[config.mk]
export PLATFORM = sky130hd
export DESIGN_NAME = mem_image_loader_flat
export DESIGN_NICKNAME = d
export VERILOG_FILES = /design/src/rtl/loader_pkg.sv /design/src/rtl/mem_image_loader_if.sv /design/src/rtl/byte_packer.sv /design/src/rtl/mem_image_loader.sv /design/src/flat_wrapper.sv
export SDC_FILE = /design/constraint.sdc
export NUM_CORES = 1
export LEC_CHECK = 0
export ABC_AREA = 1
export CAP_MARGIN = 10
export CORE_MARGIN = 3
export CORE_UTILIZATION = 62
export DETAILED_ROUTE_END_ITERATION = 10
export GPL_TIMING_DRIVEN = 0
export PLACE_DENSITY = 0.89
export RECOVER_POWER = 100
export SLEW_MARGIN = 10
export SYNTH_ARGS = -nofsm -noshare
export SYNTH_HDL_FRONTEND = slang
export SYNTH_SLANG_ARGS = --single-unit
[constraint.sdc]
create_clock -name clk -period 13.2 [get_ports clk]
set_input_delay 1.98 -clock clk [delete_from_list [all_inputs] [get_ports clk]]
set_output_delay 1.98 -clock clk [all_outputs]
set_load 0.02 [all_outputs]
[src/rtl/loader_pkg.sv]
// Shared widths, state encoding and helpers for the memory image loader.
package loader_pkg;

    localparam int unsigned ADDR_W         = 8;
    localparam int unsigned DATA_W         = 32;
    localparam int unsigned BYTES_PER_WORD = DATA_W / 8;
    localparam int unsigned BCNT_W         = (BYTES_PER_WORD > 1) ? $clog2(BYTES_PER_WORD) : 1;
    localparam int unsigned MAX_WORDS      = 1 << ADDR_W;

    typedef enum logic [2:0] {S_IDLE, S_LOAD, S_WRITE, S_VERIFY, S_DONE} state_e;

    // Requests larger than the memory depth are trimmed to one full pass.
    function automatic logic [ADDR_W:0] clamp_count(input logic [ADDR_W:0] n);
        logic [ADDR_W:0] max_n;
        max_n = (ADDR_W + 1)'(MAX_WORDS);
        return (n > max_n) ? max_n : n;
    endfunction

endpackage

[src/rtl/mem_image_loader_if.sv]
// Host-side control, byte stream and memory write/read-back port of the loader.
interface mem_image_loader_if;

    logic                          start;
    logic [loader_pkg::ADDR_W-1:0] base_addr;
    logic [loader_pkg::ADDR_W:0]   word_count;
    logic [7:0]                    in_byte;
    logic                          in_valid;
    logic                          in_ready;
    logic [loader_pkg::ADDR_W-1:0] mem_a;
    logic [loader_pkg::DATA_W-1:0] mem_d;
    logic                          mem_we;
    logic [loader_pkg::ADDR_W-1:0] mem_dpra;
    logic [loader_pkg::DATA_W-1:0] mem_dpo;
    logic                          busy;
    logic                          done;
    logic                          verify_err;
    logic [loader_pkg::DATA_W-1:0] checksum;

    modport master (
        input  start, base_addr, word_count, in_byte, in_valid, mem_dpo,
        output in_ready, mem_a, mem_d, mem_we, mem_dpra, busy, done, verify_err, checksum
    );

    modport slave (
        output start, base_addr, word_count, in_byte, in_valid, mem_dpo,
        input  in_ready, mem_a, mem_d, mem_we, mem_dpra, busy, done, verify_err, checksum
    );

endinterface

[src/rtl/byte_packer.sv]
// Packs accepted stream bytes MSB-first into a memory word.
module byte_packer
    import loader_pkg::*;
(
    input  logic              clk,
    input  logic              rst,
    input  logic              clear,
    input  logic              push,
    input  logic [7:0]        in_byte,
    output logic [DATA_W-1:0] word,
    output logic              word_valid,
    output logic              last
);

    logic [BCNT_W-1:0] cnt_q;
    logic [DATA_W-1:0] word_q;
    logic              valid_q;

    // Combinational so the FSM can leave LOAD on the same edge that takes the final byte.
    assign last       = push && (cnt_q == BCNT_W'(BYTES_PER_WORD - 1));
    assign word       = word_q;
    assign word_valid = valid_q;

    always_ff @(posedge clk or posedge rst) begin
        if (rst) begin
            cnt_q   <= '0;
            word_q  <= '0;
            valid_q <= 1'b0;
        end else begin
            valid_q <= last;
            if (clear) begin
                cnt_q  <= '0;
                word_q <= '0;
            end else if (push) begin
                cnt_q  <= cnt_q + BCNT_W'(1);
                word_q <= {word_q[DATA_W-9:0], in_byte};
            end
        end
    end

endmodule

[src/rtl/mem_image_loader.sv]
// Streams a byte image into a distributed memory, then reads it back and checks the sum.
module mem_image_loader
    import loader_pkg::*;
(
    input  logic                clk,
    input  logic                rst,
    mem_image_loader_if.master  bus
);

    state_e            state_q, state_d;
    logic [ADDR_W-1:0] base_q, base_d;
    logic [ADDR_W-1:0] wr_ptr_q, wr_ptr_d;
    logic [ADDR_W-1:0] rd_ptr_q, rd_ptr_d;
    logic [ADDR_W:0]   count_q, count_d;
    logic [ADDR_W:0]   words_left_q, words_left_d;
    logic [ADDR_W:0]   rd_left_q, rd_left_d;
    logic [DATA_W-1:0] checksum_q, checksum_d;
    logic [DATA_W-1:0] rd_sum_q, rd_sum_d;
    logic              verify_err_q, verify_err_d;

    logic              pk_clear, pk_push, pk_last, pk_valid;
    logic [DATA_W-1:0] pk_word;

    assign bus.in_ready   = (state_q == S_LOAD);
    assign pk_push        = bus.in_valid && bus.in_ready;
    assign bus.mem_we     = (state_q == S_WRITE) && pk_valid;
    assign bus.mem_a      = (state_q == S_WRITE) ? wr_ptr_q : '0;
    assign bus.mem_d      = (state_q == S_WRITE) ? pk_word : '0;
    assign bus.mem_dpra   = (state_q == S_VERIFY) ? rd_ptr_q : '0;
    assign bus.busy       = (state_q == S_LOAD) || (state_q == S_WRITE) || (state_q == S_VERIFY);
    assign bus.done       = (state_q == S_DONE);
    assign bus.verify_err = verify_err_q;
    assign bus.checksum   = checksum_q;

    byte_packer u_packer (
        .clk        (clk),
        .rst        (rst),
        .clear      (pk_clear),
        .push       (pk_push),
        .in_byte    (bus.in_byte),
        .word       (pk_word),
        .word_valid (pk_valid),
        .last       (pk_last)
    );

    always_comb begin
        state_d      = state_q;
        base_d       = base_q;
        wr_ptr_d     = wr_ptr_q;
        rd_ptr_d     = rd_ptr_q;
        count_d      = count_q;
        words_left_d = words_left_q;
        rd_left_d    = rd_left_q;
        checksum_d   = checksum_q;
        rd_sum_d     = rd_sum_q;
        verify_err_d = verify_err_q;
        pk_clear     = 1'b0;

        unique case (state_q)
            S_IDLE: begin
                if (bus.start) begin
                    base_d       = bus.base_addr;
                    wr_ptr_d     = bus.base_addr;
                    rd_ptr_d     = bus.base_addr;
                    count_d      = clamp_count(bus.word_count);
                    words_left_d = count_d;
                    rd_left_d    = '0;
                    checksum_d   = '0;
                    rd_sum_d     = '0;
                    verify_err_d = 1'b0;
                    pk_clear     = 1'b1;
                    // An empty load only passes through the (trivially equal) compare step.
                    state_d      = (count_d == '0) ? S_VERIFY : S_LOAD;
                end
            end
            S_LOAD: begin
                if (pk_last) state_d = S_WRITE;
            end
            S_WRITE: begin
                checksum_d   = checksum_q + pk_word;
                wr_ptr_d     = wr_ptr_q + ADDR_W'(1);
                words_left_d = words_left_q - (ADDR_W + 1)'(1);
                if (words_left_q == (ADDR_W + 1)'(1)) begin
                    state_d   = S_VERIFY;
                    rd_ptr_d  = base_q;
                    rd_left_d = count_q;
                    rd_sum_d  = '0;
                end else begin
                    state_d = S_LOAD;
                end
            end
            S_VERIFY: begin
                if (rd_left_q != '0) begin
                    rd_sum_d  = rd_sum_q + bus.mem_dpo;
                    rd_ptr_d  = rd_ptr_q + ADDR_W'(1);
                    rd_left_d = rd_left_q - (ADDR_W + 1)'(1);
                end else begin
                    verify_err_d = (rd_sum_q != checksum_q);
                    state_d      = S_DONE;
                end
            end
            S_DONE:  state_d = S_IDLE;
            default: state_d = S_IDLE;
        endcase
    end

    always_ff @(posedge clk or posedge rst) begin
        if (rst) begin
            state_q      <= S_IDLE;
            base_q       <= '0;
            wr_ptr_q     <= '0;
            rd_ptr_q     <= '0;
            count_q      <= '0;
            words_left_q <= '0;
            rd_left_q    <= '0;
            checksum_q   <= '0;
            rd_sum_q     <= '0;
            verify_err_q <= 1'b0;
        end else begin
            state_q      <= state_d;
            base_q       <= base_d;
            wr_ptr_q     <= wr_ptr_d;
            rd_ptr_q     <= rd_ptr_d;
            count_q      <= count_d;
            words_left_q <= words_left_d;
            rd_left_q    <= rd_left_d;
            checksum_q   <= checksum_d;
            rd_sum_q     <= rd_sum_d;
            verify_err_q <= verify_err_d;
        end
    end

endmodule

[src/flat_wrapper.sv]
// flat-port wrapper written by rule: the top's interface ports become plain ports
module mem_image_loader_flat import loader_pkg::*;
  (clk, rst, bus_start, bus_base_addr, bus_word_count, bus_in_byte, bus_in_valid, bus_mem_dpo, bus_in_ready, bus_mem_a, bus_mem_d, bus_mem_we, bus_mem_dpra, bus_busy, bus_done, bus_verify_err, bus_checksum);
  mem_image_loader_if bus_i ();
  input  logic clk;
  input  logic rst;
  input wire logic [$bits(bus_i.start)-1:0] bus_start;
  input wire logic [$bits(bus_i.base_addr)-1:0] bus_base_addr;
  input wire logic [$bits(bus_i.word_count)-1:0] bus_word_count;
  input wire logic [$bits(bus_i.in_byte)-1:0] bus_in_byte;
  input wire logic [$bits(bus_i.in_valid)-1:0] bus_in_valid;
  input wire logic [$bits(bus_i.mem_dpo)-1:0] bus_mem_dpo;
  output wire logic [$bits(bus_i.in_ready)-1:0] bus_in_ready;
  output wire logic [$bits(bus_i.mem_a)-1:0] bus_mem_a;
  output wire logic [$bits(bus_i.mem_d)-1:0] bus_mem_d;
  output wire logic [$bits(bus_i.mem_we)-1:0] bus_mem_we;
  output wire logic [$bits(bus_i.mem_dpra)-1:0] bus_mem_dpra;
  output wire logic [$bits(bus_i.busy)-1:0] bus_busy;
  output wire logic [$bits(bus_i.done)-1:0] bus_done;
  output wire logic [$bits(bus_i.verify_err)-1:0] bus_verify_err;
  output wire logic [$bits(bus_i.checksum)-1:0] bus_checksum;
  assign bus_i.start = bus_start;
  assign bus_i.base_addr = bus_base_addr;
  assign bus_i.word_count = bus_word_count;
  assign bus_i.in_byte = bus_in_byte;
  assign bus_i.in_valid = bus_in_valid;
  assign bus_i.mem_dpo = bus_mem_dpo;
  assign bus_in_ready = bus_i.in_ready;
  assign bus_mem_a = bus_i.mem_a;
  assign bus_mem_d = bus_i.mem_d;
  assign bus_mem_we = bus_i.mem_we;
  assign bus_mem_dpra = bus_i.mem_dpra;
  assign bus_busy = bus_i.busy;
  assign bus_done = bus_i.done;
  assign bus_verify_err = bus_i.verify_err;
  assign bus_checksum = bus_i.checksum;
  mem_image_loader u_core (.clk(clk), .rst(rst), .bus(bus_i));
endmodule
# [Word-level counts from Yosys, hierarchy flattened]
# Cells that the tools add are included.
[totals] reg_bits=154 inputBits=61 output_inout_bits=85 word_cells=85
[classes] n_addsub=7 order_cmp=1 eq_ne=12 muxes=35 reduce_logical=17
[ops] operator="32-bit 2-to-1 mux" count=6
[ops] operator="32-bit one-hot mux with 3 select lines" count=1
[ops] operator="32-bit adder" count=2
[ops] operator="32-bit one-hot mux with 2 select lines" count=1
[ops] operator="9-bit 2-to-1 mux" count=5
[ops] operator="8-bit 2-to-1 mux" count=5
[ops] operator="32-bit inequality test" count=1
[ops] operator="9-bit one-hot mux with 3 select lines" count=1
[ops] operator="8-bit one-hot mux with 3 select lines" count=1
[ops] operator="9-bit one-hot mux with 2 select lines" count=1
[ops] operator="9-bit by 1-bit subtractor with 9-bit output, second input constant" count=2
[ops] operator="8-bit by 1-bit adder with 8-bit output, second input constant" count=2
[ops] operator="8-bit one-hot mux with 2 select lines" count=1
[ops] operator="3-bit one-hot mux with 4 select lines" count=1
[ops] operator="2-bit inequality test, second input constant" count=5
[ops] operator="9-bit by 1-bit == test with 1-bit output, second input constant" count=1
[ops] operator="9-bit greater-than comparator, second input constant" count=1
[ops] operator="9-bit zero test" count=1
[ops] operator="3-bit 2-to-1 mux" count=3
[ops] operator="9-bit nonzero test" count=1
[ops] operator="2-bit 2-to-1 mux" count=4
[ops] operator="3-bit by 2-bit == test with 1-bit output, second input constant" count=2
[ops] operator="3-bit AND reduction" count=2
[ops] operator="2-bit nonzero test" count=3
[ops] operator="other kinds (12)" count=19

# [Longest topological paths before layout]
[depth] word_depth=6 mapped_depth=14 depth_no_buf=14

# [By module]
# A second synthesis with hierarchy kept.
[hier_totals] hier_cells=1952 hier_area_um2=12400.6
[by_module_without_submodules] module="mem_image_loader" n_inst=1 cells_each=1798 area_per_inst_um2=10836.6
[by_module_without_submodules] module="byte_packer" n_inst=1 cells_each=154 area_per_inst_um2=1564.0

# [Worst setup path after synthesis]
# No wires, ideal clock.
[synth_timing] kind="input port to flip-flop" startpoint="in bus_mem_dpo[0]" endpoint="reg u_core.rd_sum_q[28]" setup_ns=0.117 t_arrival_ns=3.286 required_time_ns=13.083 path_slack_ns=9.797 cell_stages=13 path_buffers=0 path_cell_list="ha_1 > inv_1 > fa_1 > inv_1 > nand3_1 > nand3_1 > nand3_1 > nand3_1 > nand2_1 > nand2_1 > nand2_1 > nand3_1 > nand2_1"
[synth_between] elab_chain_cells=3
[synth_lines] item="start: declaration" line_no="flat_wrapper.sv:12" rtl="input wire logic [$bits(bus_i.mem_dpo)-1:0] bus_mem_dpo;"
[synth_lines] item="32-bit adder" line_no="mem_image_loader.sv:94" rtl="rd_sum_d = rd_sum_q + bus.mem_dpo;"
[synth_lines] item="32-bit 2-to-1 mux" line_no="mem_image_loader.sv:93" rtl="if (rd_left_q != '0) begin"
[synth_lines] item="32-bit one-hot mux with 3 select lines" line_no="mem_image_loader.sv:59" rtl="unique case (state_q)"
[synth_lines] item="end signal: assignment" line_no="mem_image_loader.sv:128" rtl="rd_sum_q <= rd_sum_d;"
[synth_lines] item="end: declaration" line_no="mem_image_loader.sv:18" rtl="logic [DATA_W-1:0] rd_sum_q, rd_sum_d;"
# No other way between the ends. The select of a mux whose other input is x is not followed.
# A chain may end at the register's enable or synchronous reset.

# [Worst setup path in the final report]
[layout_timing] startpoint="reg u_core.state_q[2]" endpoint="out bus_mem_d[15]"
[layout_between] elab_chain_cells=2
[layout_lines] item="start: declaration" line_no="mem_image_loader.sv:10" rtl="state_e state_q, state_d;"
[layout_lines] item="start signal: assignment" line_no="mem_image_loader.sv:120" rtl="state_q <= state_d;"
[layout_lines] item="3-bit by 2-bit == test with 1-bit output" line_no="mem_image_loader.sv:28" rtl="assign bus.mem_d = (state_q == S_WRITE) ? pk_word : '0;"
[layout_lines] item="32-bit 2-to-1 mux" line_no="mem_image_loader.sv:28"
[layout_lines] item="end: declaration" line_no="flat_wrapper.sv:15" rtl="output wire logic [$bits(bus_i.mem_d)-1:0] bus_mem_d;"
# No other way between the ends.

==> results_dict.tcl <==
set metrics [dict create \
    status "finished, violations left" \
    failed_checks "capacitance limit, slew limit" \
    fin_ws_ns 8.22 \
    fillers 1566 \
    critPathKind "register to output port" \
    finClkSkew_ns 0.0202 \
    start_util_pct 64.4 \
    p_per_area_nw_per_um2 132 \
    ant_nets 0 \
    regArea_um2 3850 \
    clk_pin_slew_ns 0.08 \
    dp.cells 2345 \
    clock.fmax_mhz 201 \
    vias 13323 \
    grt_pass1_vias 12738 \
    clockRootBuffer "clkbuf_16" \
    path_cells "nor2_1 > nand2_2 > clkbuf_1 > clkbuf_1 > nor2_1 > dlygate4sd3_1" \
    cts_setup_buffers 0 \
    yosys.area.top_type "dfrtp_1" \
    drive_gt1_share_pct 4.06 \
    avgSynthCellArea_um2 6.31 \
    crit_buf_inv 3 \
    antennaDiodeCount 0 \
    layout.nets 2235 \
    r2r_start "u_core.rd_left_q[0]" \
    cts_sinks 154 \
    leakage_nw 8.11 \
    synth_cells 1939 \
    final_cells 2377 \
    endpoint_kind "output port" \
    yosysMostFrequentCell "nand2_1" \
    port_buffers 145 \
    netlist_area_um2 12200 \
    crit_path_start "u_core.state_q[2]" \
    grt_max_degree 100 \
    ys_seq_area_share_pct 31.5 \
    die_width_um 147 \
    synthTopCellsByArea "dfrtp_1 31%, nand2_1 21%, inv_1 11%" \
    rsz0062_at_grt "false" \
    ys_seq_elements 154 \
    drtPass1Iterations 6 \
    drv_slew 56 \
    setup_viol 0 \
    synth_cell_type_count 47 \
    max-cap-violations 1 \
    place_area_um2 14100 \
    final_area_um2 14600 \
    gr-total-overflow 0 \
    syn_to_final_growth_pct 19.2 \
    drt_iter0_drc 1341 \
    gp_congestion 0.970 \
    wl_per_cell_um 17.2 \
    rows 50 \
    critPathArrivalTime_ns 3.00 \
    rrSetupSlack_ns 10.26 \
    min_period_ns 4.98 \
    power_mw 1.93 \
    die_y_um 147 \
    gr-usage-all-layers_pct 37.7 \
    slew-limit-headroom_pct -80.4 \
    hp-class "register to register" \
    setup_tns_ns 0 \
    synth_common_cells "684 x nand2_1, 363 x inv_1, 180 x nor2_1" \
    hold_slack_ns 0.488 \
    slowest_delay_ns 0.68 \
    min_period_over_period_pct 37.7 \
    via_per_inst 5.60 \
    wirelength_um 40900 \
    hold_buffers 0 \
    required_ns 11.22 \
    utilization_pct 76.7 \
    yosysWarnings 0 \
    yosys.area.top_type_share_pct 31.5 \
    cp-start-kind "register" \
    cp_slowest_cell "dlygate4sd3_1" \
    synth_edf_count 0 \
    cts_buffers 17 \
    grt_pass1_wl_um 64400 \
    cts_buffer_depth 2 \
    io_pins 146 \
    h-tree-depth 4 \
    clock_latency_ns 0.44 \
    dp_hpwl_um 31600 \
    syn-num-nets 2070 \
    cp_top_family "buffers and inverters" \
    fp.coreArea_um2 19000 \
    async_flop_share_pct 100 \
    drc_errors 0 \
    hp-start "u_core.u_packer.cnt_q[0]" \
    multi_input_area_um2 6740 \
    ir_drop_mv 0.0846 \
    cts_tree "done" \
    final_hold_viol_count 0 \
    worst_slew_pin_slew_ns 2.69 \
    die-area_um2 21500 \
    ctsResizeCount 0 \
    crit_fanout 10 \
    pre_cts_ws_ns 8.89 \
    grt_antenna_before_repair 1 \
    synth_ff_type "dfrtp_1" \
]
report_power, final:
part           internal (mW)  switching [mW]
registers              0.535          0.0802
logic                  0.301           0.503
clock network          0.259           0.253
total                   1.10           0.837
metal layers:
metal	global-route usage, %	share of wire, %
met1	48.3	39
met2	60.7	45
met3	7.82	10
met4	19.4	4.9
met5	0	0.027
layout make-up:
type	instances	area share [%]
multi-input cells	1376	46.2
flip-flops and latches	154	26.4
repair buffers	146	10.1
inverters	370	9.54
clock buffers	17	2.92
well taps	260	2.23
clock inverters	15	1.32
plain buffers	39	1.23
final timing paths:
| check | endpoint | cells after the start |
|---|---|---|
| worst min register to register | u_core.u_packer.cnt_q[0] | 1 |
| max in group asynchronous | u_core.u_packer.word[25] | 3 |
| worst max-delay path | bus_mem_d[15] | 6 |
| min in group asynchronous | u_core.rd_sum_q[1] | 2 |
| worst min-delay path | u_core.u_packer.cnt_q[0] | 1 |
| worst max register to register | u_core.rd_left_q[2] | 9 |
sequential cells by signal, summed over array words and instances, names as in the netlist:
signal                      cells
u_core.count_q                  9
u_core.u_packer.word           32
u_core.rd_sum_q                32
u_core.u_packer.cnt_q           2
u_core.wr_ptr_q                 8
u_core.state_q                  3
u_core.rd_ptr_q                 8
u_core.u_packer.word_valid      1
u_core.base_q                   8
u_core.words_left_q             9
u_core.bus.verify_err           1
u_core.bus.checksum            32
u_core.rd_left_q                9
layout by cell type (no fill, tap or decap), types with 4 or more instances in the layout:
cell / n
dlygate4sd3_1: 88
and2_1: 4
ha_1: 68
nor2_1: 182
nand3b_1: 5
o311ai_0: 5
nand2_2: 19
o211ai_1: 7
o21ai_1: 7
buf_2: 7
clkdlybuf4s50_1: 57
nand2_1: 684
clkbuf_1: 29
o22ai_1: 36
inv_1: 364
clkbuf_16: 17
nor2_2: 6
nor3_1: 15
inv_8: 4
a21oi_1: 57
xor2_1: 5
or2_2: 5
clkinv_8: 6
inv_2: 4
xnor2_1: 29
o21ai_0: 82
nand4_1: 11
nand3_1: 116
o21bai_1: 4
dfrtp_1: 154
logic make-up (layout without fill, tap and decap cells):
group,count (synthesis),in the layout,share of synthesized area [%]
AOI/OAI and AO/OA,220,220,10.5
xor gates and xnor gates,34,34,2.43
adders and majority gates,70,70,7.28
buffers and inverters,409,587,13.3
DFF,154,154,31.5
and+or+nand+nor,1052,1052,35.0
(Power assumes the default switching activity.)
